<file path="src/rtl/stdp_update_scheduler.sv">
// STDP update scheduler: per-lane pre/post spike ages feed one-entry request slots,
// which a round-robin issuer drains to a shared weight-update unit over valid/ready.
module stdp_update_scheduler #(
    parameter int unsigned NUM_PRE = 4,
    parameter int unsigned WINDOW  = 14
) (
    input  logic                       clk,
    input  logic                       rst,
    input  logic [NUM_PRE-1:0]         pre_spike,
    input  logic                       post_spike,
    output logic                       upd_valid,
    input  logic                       upd_ready,
    output logic [$clog2(NUM_PRE)-1:0] upd_idx,
    output logic                       upd_ltp,
    output logic [3:0]                 upd_dt,
    output logic [NUM_PRE-1:0]         pending,
    output logic                       overflow
);

    localparam int unsigned AGE_W = 8;
    localparam int unsigned DT_W  = 4;
    localparam int unsigned IDX_W = $clog2(NUM_PRE);
    localparam logic [AGE_W-1:0] AGE_MAX = '1;
    localparam logic [AGE_W-1:0] WIN     = AGE_W'(WINDOW);

    typedef enum logic {IDLE, ISSUE} state_t;

    state_t                 state, state_d;
    logic [AGE_W-1:0]       pre_age [NUM_PRE];
    logic [AGE_W-1:0]       post_age;
    logic [NUM_PRE-1:0]     slot_ltp;
    logic [DT_W-1:0]        slot_dt [NUM_PRE];
    logic [NUM_PRE-1:0]     req, req_ltp, grant_hs, slot_free;
    logic [DT_W-1:0]        req_dt [NUM_PRE];
    logic [IDX_W-1:0]       ptr, ptr_d, idx_d;
    logic                   valid_d, ltp_d;
    logic [DT_W-1:0]        dt_d;
    logic [IDX_W:0]         pick_idle, pick_next;

    function automatic logic [AGE_W-1:0] sat_inc(input logic [AGE_W-1:0] a);
        return (a == AGE_MAX) ? a : a + AGE_W'(1);
    endfunction

    // First set lane of mask at or after start, wrapping; returns {found, lane}.
    function automatic logic [IDX_W:0] rr_pick(input logic [NUM_PRE-1:0] mask,
                                               input logic [IDX_W-1:0]   start);
        logic             found;
        logic [IDX_W-1:0] lane, sel;
        found = 1'b0;
        sel   = '0;
        for (int k = 0; k < NUM_PRE; k++) begin
            lane = start + IDX_W'(k);
            if (!found && mask[lane]) begin
                found = 1'b1;
                sel   = lane;
            end
        end
        return {found, sel};
    endfunction

    // Event detection; coincidence wins over LTP, LTD needs no post spike this cycle.
    always_comb begin
        req     = '0;
        req_ltp = '0;
        for (int i = 0; i < NUM_PRE; i++) begin
            req_dt[i]    = '0;
            grant_hs[i]  = upd_valid && upd_ready && (upd_idx == IDX_W'(i));
            slot_free[i] = !pending[i] || grant_hs[i];
            if (post_spike && pre_spike[i]) begin
                req[i]     = 1'b1;
                req_ltp[i] = 1'b1;
            end else if (post_spike && (pre_age[i] <= WIN)) begin
                req[i]     = 1'b1;
                req_ltp[i] = 1'b1;
                req_dt[i]  = DT_W'(pre_age[i] + AGE_W'(1));
            end else if (pre_spike[i] && !post_spike && (post_age <= WIN)) begin
                req[i]     = 1'b1;
                req_dt[i]  = DT_W'(post_age + AGE_W'(1));
            end
        end
    end

    // Ages and request slots.
    always_ff @(posedge clk) begin
        if (rst) begin
            post_age <= AGE_MAX;
            overflow <= 1'b0;
            pending  <= '0;
            slot_ltp <= '0;
            for (int i = 0; i < NUM_PRE; i++) begin
                pre_age[i] <= AGE_MAX;
                slot_dt[i] <= '0;
            end
        end else begin
            post_age <= post_spike ? '0 : sat_inc(post_age);
            for (int i = 0; i < NUM_PRE; i++) begin
                pre_age[i] <= pre_spike[i] ? '0 : sat_inc(pre_age[i]);
                if (req[i]) begin
                    if (slot_free[i]) begin
                        pending[i]  <= 1'b1;
                        slot_ltp[i] <= req_ltp[i];
                        slot_dt[i]  <= req_dt[i];
                    end else begin
                        overflow <= 1'b1;
                    end
                end else if (grant_hs[i]) begin
                    pending[i] <= 1'b0;
                end
            end
        end
    end

    // Next lane after a handshake excludes the lane being retired.
    assign pick_idle = rr_pick(pending, ptr);
    assign pick_next = rr_pick(pending & ~(NUM_PRE'(1) << upd_idx), upd_idx + IDX_W'(1));

    always_comb begin
        state_d = state;
        valid_d = upd_valid;
        idx_d   = upd_idx;
        ltp_d   = upd_ltp;
        dt_d    = upd_dt;
        ptr_d   = ptr;
        case (state)
            IDLE: begin
                if (pick_idle[IDX_W]) begin
                    valid_d = 1'b1;
                    idx_d   = pick_idle[IDX_W-1:0];
                    ltp_d   = slot_ltp[pick_idle[IDX_W-1:0]];
                    dt_d    = slot_dt[pick_idle[IDX_W-1:0]];
                    state_d = ISSUE;
                end
            end
            ISSUE: begin
                if (upd_ready) begin
                    ptr_d = upd_idx + IDX_W'(1);
                    if (pick_next[IDX_W]) begin
                        idx_d = pick_next[IDX_W-1:0];
                        ltp_d = slot_ltp[pick_next[IDX_W-1:0]];
                        dt_d  = slot_dt[pick_next[IDX_W-1:0]];
                    end else begin
                        valid_d = 1'b0;
                        state_d = IDLE;
                    end
                end
            end
            default: state_d = IDLE;
        endcase
    end

    always_ff @(posedge clk) begin
        if (rst) begin
            state     <= IDLE;
            upd_valid <= 1'b0;
            upd_idx   <= '0;
            upd_ltp   <= 1'b0;
            upd_dt    <= '0;
            ptr       <= '0;
        end else begin
            state     <= state_d;
            upd_valid <= valid_d;
            upd_idx   <= idx_d;
            upd_ltp   <= ltp_d;
            upd_dt    <= dt_d;
            ptr       <= ptr_d;
        end
    end

endmodule

</file>
<file path="config.mk">
export PLATFORM = sky130hd
export DESIGN_NAME = stdp_update_scheduler
export DESIGN_NICKNAME = d
export VERILOG_FILES = /design/src/rtl/stdp_update_scheduler.sv
export SDC_FILE = /design/constraint.sdc
export NUM_CORES = 1
export LEC_CHECK = 0
export ABC_AREA = 1
export BUFFER_PORTS_ARGS = -buffer_cell sky130_fd_sc_hd__clkbuf_2
export CAP_MARGIN = 40
export CORE_ASPECT_RATIO = 0.75
export CORE_MARGIN = 4
export CORE_UTILIZATION = 40
export CTS_CLUSTER_SIZE = 14
export DETAILED_ROUTE_END_ITERATION = 8
export GPL_TIMING_DRIVEN = 0
export SYNTH_ARGS = -nofsm -noshare
export SYNTH_HDL_FRONTEND = slang
export SYNTH_SLANG_ARGS = --single-unit
export TNS_END_PERCENT = 10
</file>
<file path="constraint.sdc">
create_clock -name clk -period 3.2 [get_ports clk]
set_input_delay 0.32 -clock clk [delete_from_list [all_inputs] [get_ports clk]]
set_output_delay 0.32 -clock clk [all_outputs]
set_load 0.02 [all_outputs]
</file>
=== Word level (Yosys, flattened, before mapping) ===
Memory sizes are Yosys's and may differ from the RTL's.
Index checks and enable logic that the tools add are counted.

* Bits in registers: 28
* Bits in writable memories: 48
* Input bits: 8
* Output and inout port bits: 13
* Logic and storage cells: 277
* Memories: 2

* Add/sub/neg operators: 12
* Magnitude comparators: 15
* Equality and inequality tests: 17
* Shift operators: 1
* Multiplexer cells: 145
* Bitwise gates (word level): 11
* Reductions and logical operators: 58

{| class="wikitable"
|+ Memories
! name !! words !! width !! read ports !! clocked after memory_dff !! write ports !! line !! text
|-
| pre_age || 4 || 8 || 4 || 0 || 4 || 29 || <nowiki>logic [AGE_W-1:0] pre_age [NUM_PRE];</nowiki>
|-
| slot_dt || 4 || 4 || 2 || 0 || 4 || 32 || <nowiki>logic [DT_W-1:0] slot_dt [NUM_PRE];</nowiki>
|}

{| class="wikitable"
|+ Operators by type and width
! kind !! count
|-
| $mux W8 || 14
|-
| $mux W1 || 86
|-
| $mux W4 || 19
|-
| $add A8 B1 Y8 const B || 5
|-
| $eq A8 B8 Y1 const B || 5
|-
| $le A8 B4 Y1 const B || 5
|-
| $lt A2 B3 Y1 const B || 10
|-
| $logic_and A1 B1 Y1 || 27
|-
| $mux W2 || 11
|-
| $bmux W1 S2 || 10
|-
| $reduce_and A2 Y1 || 9
|-
| $logic_not A1 Y1 || 11
|-
| $ne A2 B1 Y1 const B || 5
|-
| $add A2 B2 Y2 const B || 4
|-
| $ne A2 B2 Y1 const B || 4
|-
| $or A1 B1 Y1 || 8
|-
| $pmux W4 S2 || 1
|-
| $reduce_bool A2 Y1 || 4
|-
| $add A2 B1 Y2 const B || 3
|-
| $pmux W1 S2 || 3
|-
| $reduce_and A3 Y1 || 2
|-
| $and A4 B4 Y4 || 1
|-
| $eq A2 B2 Y1 const B || 2
|-
| $logic_or A1 B1 Y1 || 4
|-
| other kinds (6) || 6
|}

=== Depth between registers and ports, before layout ===
Gate-level depths: netlist (run 1).

* Depth in word-level cells: 20
* Gate-level depth with buffers: 19
* Depth with buffers taken out: 18

=== Worst setup path after synthesis (run 1) ===
Ideal clock, no wire load.

* Kind: register to register
* Start point: register upd_idx[0]
* End point: register upd_dt[2]
* Setup time: 0.117 ns
* Arrival time: 2.235 ns
* Required time: 3.083 ns
* Slack: 0.848 ns
* Cell stages (with the launch flop): 17
* Path buffers: 2
* Period minus slack after synthesis: 2.352 ns
* Cells stage by stage: dfxtp_1 -> buf_6 -> inv_8 -> ha_1 -> inv_2 -> nand2_1 -> nand2_2 -> nand3_1 -> nand2_1 -> nand4_2 -> nand2_4 -> nand2_2 -> buf_6 -> nor2_1 -> o21ai_1 -> nor2_1 -> nor2_1

* Longest elaborated chain between the ends: 19
* Elaborated cells between the ends (all ways): 35
* Classes of those cells: add/sub (4); eq/ne (1); shift (1); mux (19); bitwise (2); reduce/logical (7); memory (1)

{| class="wikitable"
|+ RTL lines
! element !! line !! text
|-
| start: declaration || 13 || <nowiki>output logic [$clog2(NUM_PRE)-1:0] upd_idx,</nowiki>
|-
| start signal: assignment || 162 || <nowiki>upd_idx <= idx_d;</nowiki>
|-
| parallel branches: the longest is 19 deep, another holds $add A2 B1 Y2 || n/a ||
|-
| end signal: assignment || 164 || <nowiki>upd_dt <= dt_d;</nowiki>
|-
| end: declaration || 15 || <nowiki>output logic [3:0] upd_dt,</nowiki>
|}

Parallel ways; which one is timed is not known. The select of a mux whose other input is x is not followed.
A chain may end at the register's enable or synchronous reset.

=== Worst setup path in the final report (run 1) ===
Ends and elaborated chain as after synthesis.

==> results.json, run 1 <==
{
  "grt_pass1_wl_um": 21000,
  "pin_count": 21,
  "post-route-min-period_ps": 2740,
  "drv_cap": 0,
  "clockBufferDepth": 2,
  "hold_slack_ps": 240,
  "routed_wl_um": 12600,
  "syn_nets": 702,
  "seq_area_frac_synth": 0.355,
  "rows": 34,
  "gp_congestion": 0.895,
  "arrival_ps": 3010,
  "drive_above_1_share": 0.101,
  "ctsResizeCount": 0,
  "ys.flop_type": "dfxtp_1",
  "fillers": 1199,
  "clock_skew_ps": 8.06,
  "placed_area_um2": 5040,
  "internal_power_w": 0.00216,
  "hold_class": "input pin to flip-flop",
  "initialDrtViolationCount": 362,
  "start_kind": "flip-flop",
  "maxSlewViolCount": 0,
  "hold_buffers": 0,
  "grt_remaining_overflow": 0,
  "max_slew_margin": 0.557,
  "worstPathRequired_ps": 3470,
  "run_status": "finished, final reports clean",
  "vias": 4611,
  "nets": 732,
  "avgRoutedWirePerCell_um": 14.4,
  "yosysTopAreaCell": "dfxtp_1",
  "p_clk_frac": 0.234,
  "avgSynthCellArea_um2": 6.97,
  "worst_pin_slew_ps": 665,
  "area_growth_pct": 11.6,
  "ys_ff_latch": 76,
  "core_um2": 11600,
  "grt_pass1_vias": 4272,
  "netlist_top_cells_area": "dfxtp_1 25%, nand2_1 13%, edfxtp_1 10%",
  "power_density_nw_per_um2": 719,
  "finalCritPeriodShare": 0.856,
  "async_flop_share": 0,
  "worst_ir_drop_vdd_mv": 0.302,
  "synth_warnings": 0,
  "grtUsageTotal": 0.191,
  "swShare": 0.431,
  "fp.dieH_um": 102,
  "numCtsBuffers": 9,
  "clk_pin_slew_ps": 60,
  "setup_tns_ps": 0,
  "io_buffers": 19,
  "final_common_cell": "nand2_1",
  "switchingPower_w": 0.00164,
  "worstSetupPathType": "flip-flop to flip-flop",
  "hpwl_um": 9680,
  "via_per_inst": 5.26,
  "r2r_slack_ps": 460,
  "layoutNonFillerInstCount": 877,
  "slowest_stage": "a21oi_1",
  "p_leak_nw": 2.43,
  "placed_cells": 861,
  "cts.sink_count": 76,
  "clk_latency_ps": 330,
  "layout_common_cells": "167 x nand2_1, 94 x inv_1, 70 x nand3_1, 60 x dfxtp_1, 44 x nor2_1",
  "die_area_um2": 13700,
  "hold_viol_final": 0,
  "antenna_found_initial": 0,
  "p_comb_frac": 0.446,
  "max_stage_delay_ps": 440,
  "path_cells": "buf_6, inv_8, ha_1, inv_2, nand2_1, nand2_1, nand3_2, a21oi_1, nand3b_1, a21oi_1, nand3_1, nand3_1, nor2_1, nor2_1",
  "rsz0062_at_grt": "false",
  "grt_max_degree": 13,
  "synth_area_um2": 4740,
  "htree_levels": 3,
  "synth_edf_count": 16,
  "ctsRootBufferMaster": "clkbuf_16",
  "final-setup-viol-count": 0,
  "synth_top_area_share": 0.253,
  "synth_cells": 680,
  "start_util": 0.409,
  "antenna_left": 0,
  "power.share.sequential": 0.320,
  "diodes": 0,
  "cts_tree": "yes",
  "yosysUniqueCellTypes": 41,
  "cts_setup_buffers": 0,
  "fmaxAchievable_mhz": 365,
  "stdcell_area_um2": 5290,
  "drtPass1Iterations": 5,
  "path_max_fanout": 10,
  "die_x_um": 134,
  "drc": 0,
  "end_kind": "flip-flop"
}
## worst max-delay path, delay by kind of cell (launching register included)
| family | cells | cell delay, ps |
|---|---|---|
| buf+inv | 3 | 400 |
| simple gates | 8 | 760 |
| fa+ha+maj | 1 | 410 |
| compound gates | 2 | 670 |
| flops | 1 | 430 |
## path summary, 6_finish.rpt
| check | end | from | depth (start not counted) |
|---|---|---|---|
| hold / removal | state | upd_ready | 2 |
| setup / recovery | upd_dt[2] | upd_idx[0] | 14 |
| setup reg to reg | upd_dt[2] | upd_idx[0] | 14 |
| hold reg to reg | slot_ltp[1] | slot_ltp[1] | 2 |
## cells in the mapped netlist, types with 4 or more instances
| library cell | instances |
|---|---|
| nand2_1 | 167 |
| inv_1 | 94 |
| nand3_1 | 70 |
| dfxtp_1 | 60 |
| nor2_1 | 44 |
| a21oi_1 | 43 |
| o21ai_0 | 38 |
| edfxtp_1 | 16 |
| ha_1 | 14 |
| nand2_2 | 12 |
| a31oi_1 | 11 |
| xor2_1 | 11 |
| nor3_1 | 9 |
| clkbuf_1 | 8 |
| o21ai_1 | 8 |
| o311ai_0 | 8 |
| nand3b_1 | 7 |
| o211ai_1 | 7 |
| nand2_4 | 6 |
| nand4_1 | 6 |
| nand3_2 | 5 |
| and2_1 | 4 |
| buf_6 | 4 |
| inv_2 | 4 |
| o31ai_1 | 4 |
## per-layer routing
metal  wire length (um)  global-route usage  part of all wire  vias to the layer above
li1                   -                   -                 -                     2318
met1               6230               0.258              0.49                     2150
met2               5480               0.303              0.43                      128
met3                802              0.0477             0.063                       15
met4                142              0.0577             0.011                        0
met5                  0                   0                 0                        -
## power groups by stage
stage / Clock (W) / Combinational, W / Sequential, W
2_1_floorplan: 0 / 0.00124 / 0.00126
3_3_place_gp: 0 / 0.00166 / 0.00123
3_5_place_dp: 0 / 0.00168 / 0.00123
4_1_cts: 0.000914 / 0.00169 / 0.00122
5_1_grt: 0.000954 / 0.00190 / 0.00123
6_report: 0.000891 / 0.00169 / 0.00122
## kinds of logic after synthesis
logic type | count (synthesis) | share of synthesized area
simple gates | 339 | 0.336
buf+inv | 113 | 0.0977
compound gates | 127 | 0.154
flops | 76 | 0.355
fa+ha+maj | 14 | 0.0370
xor+xnor | 11 | 0.0203
## per-stage QoR
step                setup slack, ps  power [W]  utilization
global placement                516    0.00289        0.435
global route                    229    0.00409        0.457
finish                          460    0.00380        0.457
detailed placement              510    0.00291        0.435
CTS                             488    0.00382        0.457
floorplan                       848    0.00250            -
## area by class of cell
type,count,area (um^2),share of cell area
buffer,14,83.8,0.0158
clock buffer,12,236,0.0447
clock inverter,4,17.5,0.00331
inverter,99,379,0.0717
multi-input combinational,491,2590,0.490
sequential,76,1680,0.318
tap,162,203,0.0383
timing repair buffer,19,95.1,0.0180
## state kept, by name, summed over array words and instances (netlist names)
register,count
slot_dt,16
pending,4
post_age,8
overflow,1
ptr,2
state,1
slot_ltp,4
upd_idx,2
upd_ltp,1
upd_valid,1
upd_dt,4
pre_age,32
Note: power is estimated with default switching activity, not from simulation.
==> run 2: changes to the inputs <==
--- a/config.mk
+++ b/config.mk
@@ -5,7 +5,6 @@
 export SDC_FILE = /design/constraint.sdc
 export NUM_CORES = 1
 export LEC_CHECK = 0
-export ABC_AREA = 1
 export BUFFER_PORTS_ARGS = -buffer_cell sky130_fd_sc_hd__clkbuf_2
 export CAP_MARGIN = 40
 export CORE_ASPECT_RATIO = 0.75
==> results.json, run 2 <==
{
  "run_status": "finished, final reports clean",
  "synth_mux_area_frac": 0.0676,
  "fp.dieH_um": 98.3,
  "rr_worst_depth": 9,
  "largest_reg_flops": 32,
  "p_leak_nw": 1.97,
  "worstPathRequired_ps": 3400,
  "drtPass1Iterations": 5,
  "final_common_cell": "dfxtp_1",
  "ctsResizeCount": 0,
  "reg_top3": "pre_age x32, slot_dt x16, post_age x8",
  "synth_top_family_by_area": "compound AO/OA/AOI/OAI gates",
  "io_buffers": 19,
  "grt_remaining_overflow": 0,
  "arrival_ps": 3020,
  "grt_max_degree": 14,
  "seq_area_frac_synth": 0.387,
  "fmaxAchievable_mhz": 355,
  "via_per_inst": 5.84,
  "synth_edf_count": 16,
  "synth-xor-area-share": 0.0383,
  "synth_cells": 494,
  "synth_fa_ha_area_frac": 0.0403,
  "path_cells": "clkbuf_1, inv_1, ha_1, and4b_1, o21bai_1, a21boi_0, o22ai_1, a2111oi_0, nor2_1",
  "avgRoutedWirePerCell_um": 17.5,
  "yosys.area_share.simple": 0.207,
  "max_stage_delay_ps": 470,
  "internal_power_w": 0.00194,
  "vias": 3892,
  "endpoint": "overflow",
  "drc": 0,
  "clock_skew_ps": 5.34,
  "yosysMostFrequentCell": "dfxtp_1",
  "core_um2": 10500,
  "grt_pass1_vias": 3560,
  "yosysTopAreaCell": "dfxtp_1",
  "worstSetupPathType": "flip-flop to flip-flop",
  "gp_congestion": 0.846,
  "r2r_start": "post_age[0]",
  "start_kind": "flip-flop",
  "largest-register": "pre_age",
  "setup_tns_ps": 0,
  "drive_above_1_share": 0.134,
  "avgSynthCellArea_um2": 8.80,
  "power_density_nw_per_um2": 572,
  "rsz0062_at_grt": "false",
  "layout_common_cells": "60 x dfxtp_1, 57 x nand2_1, 42 x o21ai_0, 42 x nor2_1, 28 x nand3_1",
  "htree_levels": 3,
  "final-setup-viol-count": 0,
  "yosysUniqueCellTypes": 70,
  "ys_top_cells_by_count": "60 x dfxtp_1, 57 x nand2_1, 42 x nor2_1, 42 x o21ai_0, 28 x nand3_1",
  "area_growth_pct": 12.9,
  "p_comb_frac": 0.230,
  "post-route-min-period_ps": 2820,
  "async_flop_share": 0,
  "clk_latency_ps": 330,
  "slowest_stage": "a21boi_0",
  "ys.flop_type": "dfxtp_1",
  "rows": 32,
  "hold_buffers": 0,
  "start_util": 0.416,
  "numCtsBuffers": 9,
  "ctsRootBufferMaster": "clkbuf_16",
  "nets": 547,
  "hold_class": "input pin to flip-flop",
  "synth_top_area_share": 0.276,
  "grt_pass1_wl_um": 19200,
  "rr_endpoint": "overflow",
  "antenna_found_initial": 0,
  "drv_cap": 0,
  "end_kind": "flip-flop",
  "synth_warnings": 0,
  "worst_ir_drop_vdd_mv": 0.263,
  "p_clk_frac": 0.351,
  "ys_ff_latch": 76,
  "hpwl_um": 8540,
  "die_x_um": 128,
  "synth_compound_area_frac": 0.216,
  "maxSlewViolCount": 0,
  "grtUsageTotal": 0.192,
  "diodes": 0,
  "synth_area_um2": 4350,
  "pin_count": 21,
  "path_max_fanout": 10,
  "hold_slack_ps": 339,
  "die_area_um2": 12600,
  "cts.sink_count": 76,
  "antenna_left": 0,
  "hold_viol_final": 0,
  "clockBufferDepth": 2,
  "power.share.sequential": 0.419,
  "swShare": 0.310,
  "max_slew_margin": 0.477,
  "clk_pin_slew_ps": 60,
  "cts_tree": "yes",
  "netlist_top_cells_area": "dfxtp_1 28%, edfxtp_1 11%, nand2_1 4.9%",
  "routed_wl_um": 11700,
  "syn_nets": 516,
  "switchingPower_w": 0.000870,
  "worst_pin_slew_ps": 785,
  "r2r_slack_ps": 380,
  "cts_setup_buffers": 0,
  "initialDrtViolationCount": 266,
  "finalCritPeriodShare": 0.881,
  "startpoint": "post_age[0]"
}
run 2: kinds of logic (layout without fill, tap and decap cells):
kind of cell | count (synthesis) | count (layout)
AND/OR/NAND/NOR | 184 | 184
multiplexers | 28 | 28
flip-flops | 76 | 76
buffers and inverters | 38 | 74
adder cells (fa/ha/maj) | 14 | 14
AO/OA/AOI/OAI | 135 | 135
XOR/XNOR | 19 | 19
run 2: worst min-delay path by stage:
stage / from / depth (start not counted) / slack [ps] / endpoint
3_5_place_dp: upd_dt[1] / 2 / 480 / upd_dt[1]
6_report: rst / 2 / 340 / upd_dt[0]
3_3_place_gp: upd_dt[1] / 2 / 470 / upd_dt[1]
2_1_floorplan: rst / 2 / 440 / post_age[3]
4_1_cts: rst / 2 / 340 / upd_dt[0]
5_1_grt: rst / 2 / 360 / upd_dt[0]
run 2: power groups by stage:
stage	Clock (W)	Sequential, W	Combinational (W)
global route	0.00105	0.00119	0.000712
finish	0.000985	0.00118	0.000646
detailed placement	0	0.00119	0.000637
global placement	0	0.00119	0.000626
floorplan	0	0.00119	0.000457
CTS	0.00100	0.00117	0.000641
run 2: final cells by class:
class                           instances  area [um^2]
Clock buffer                           10          229
Sequential cell                        76         1680
Multi-Input combinational cell        380         2480
Clock inverter                          6         56.3
Inverter                               16         60.1
Tap cell                              136          170
Fill cell                             997         5540
Timing Repair Buffer                   20          106
Buffer                                 22          129
run 2: through the flow:
stage	cell area [um^2]	power (W)	setup WS, ps	cells	utilization
global placement	4610	0.00181	494	649	0.441
global route	4910	0.00295	162	666	0.470
floorplan	4350	0.00165	798	494	-
detailed placement	4620	0.00183	456	650	0.442
CTS	4910	0.00282	416	666	0.470
finish	4910	0.00281	381	666	0.470
run 2: critical path, delay by kind of cell, from the launching register on:
family	cells	cell delay, ps
compound gates	4	1250
simple gates	2	380
buf+inv	2	520
fa+ha+maj	1	210
flops	1	330
run 2: metal layers:
layer | GRT usage | vias up | wire, um
met5 | 0 | - | 0
met4 | 0.0538 | 0 | 181
met3 | 0.0547 | 21 | 790
met2 | 0.257 | 120 | 4600
met1 | 0.296 | 1868 | 6120
li1 | - | 1883 | -
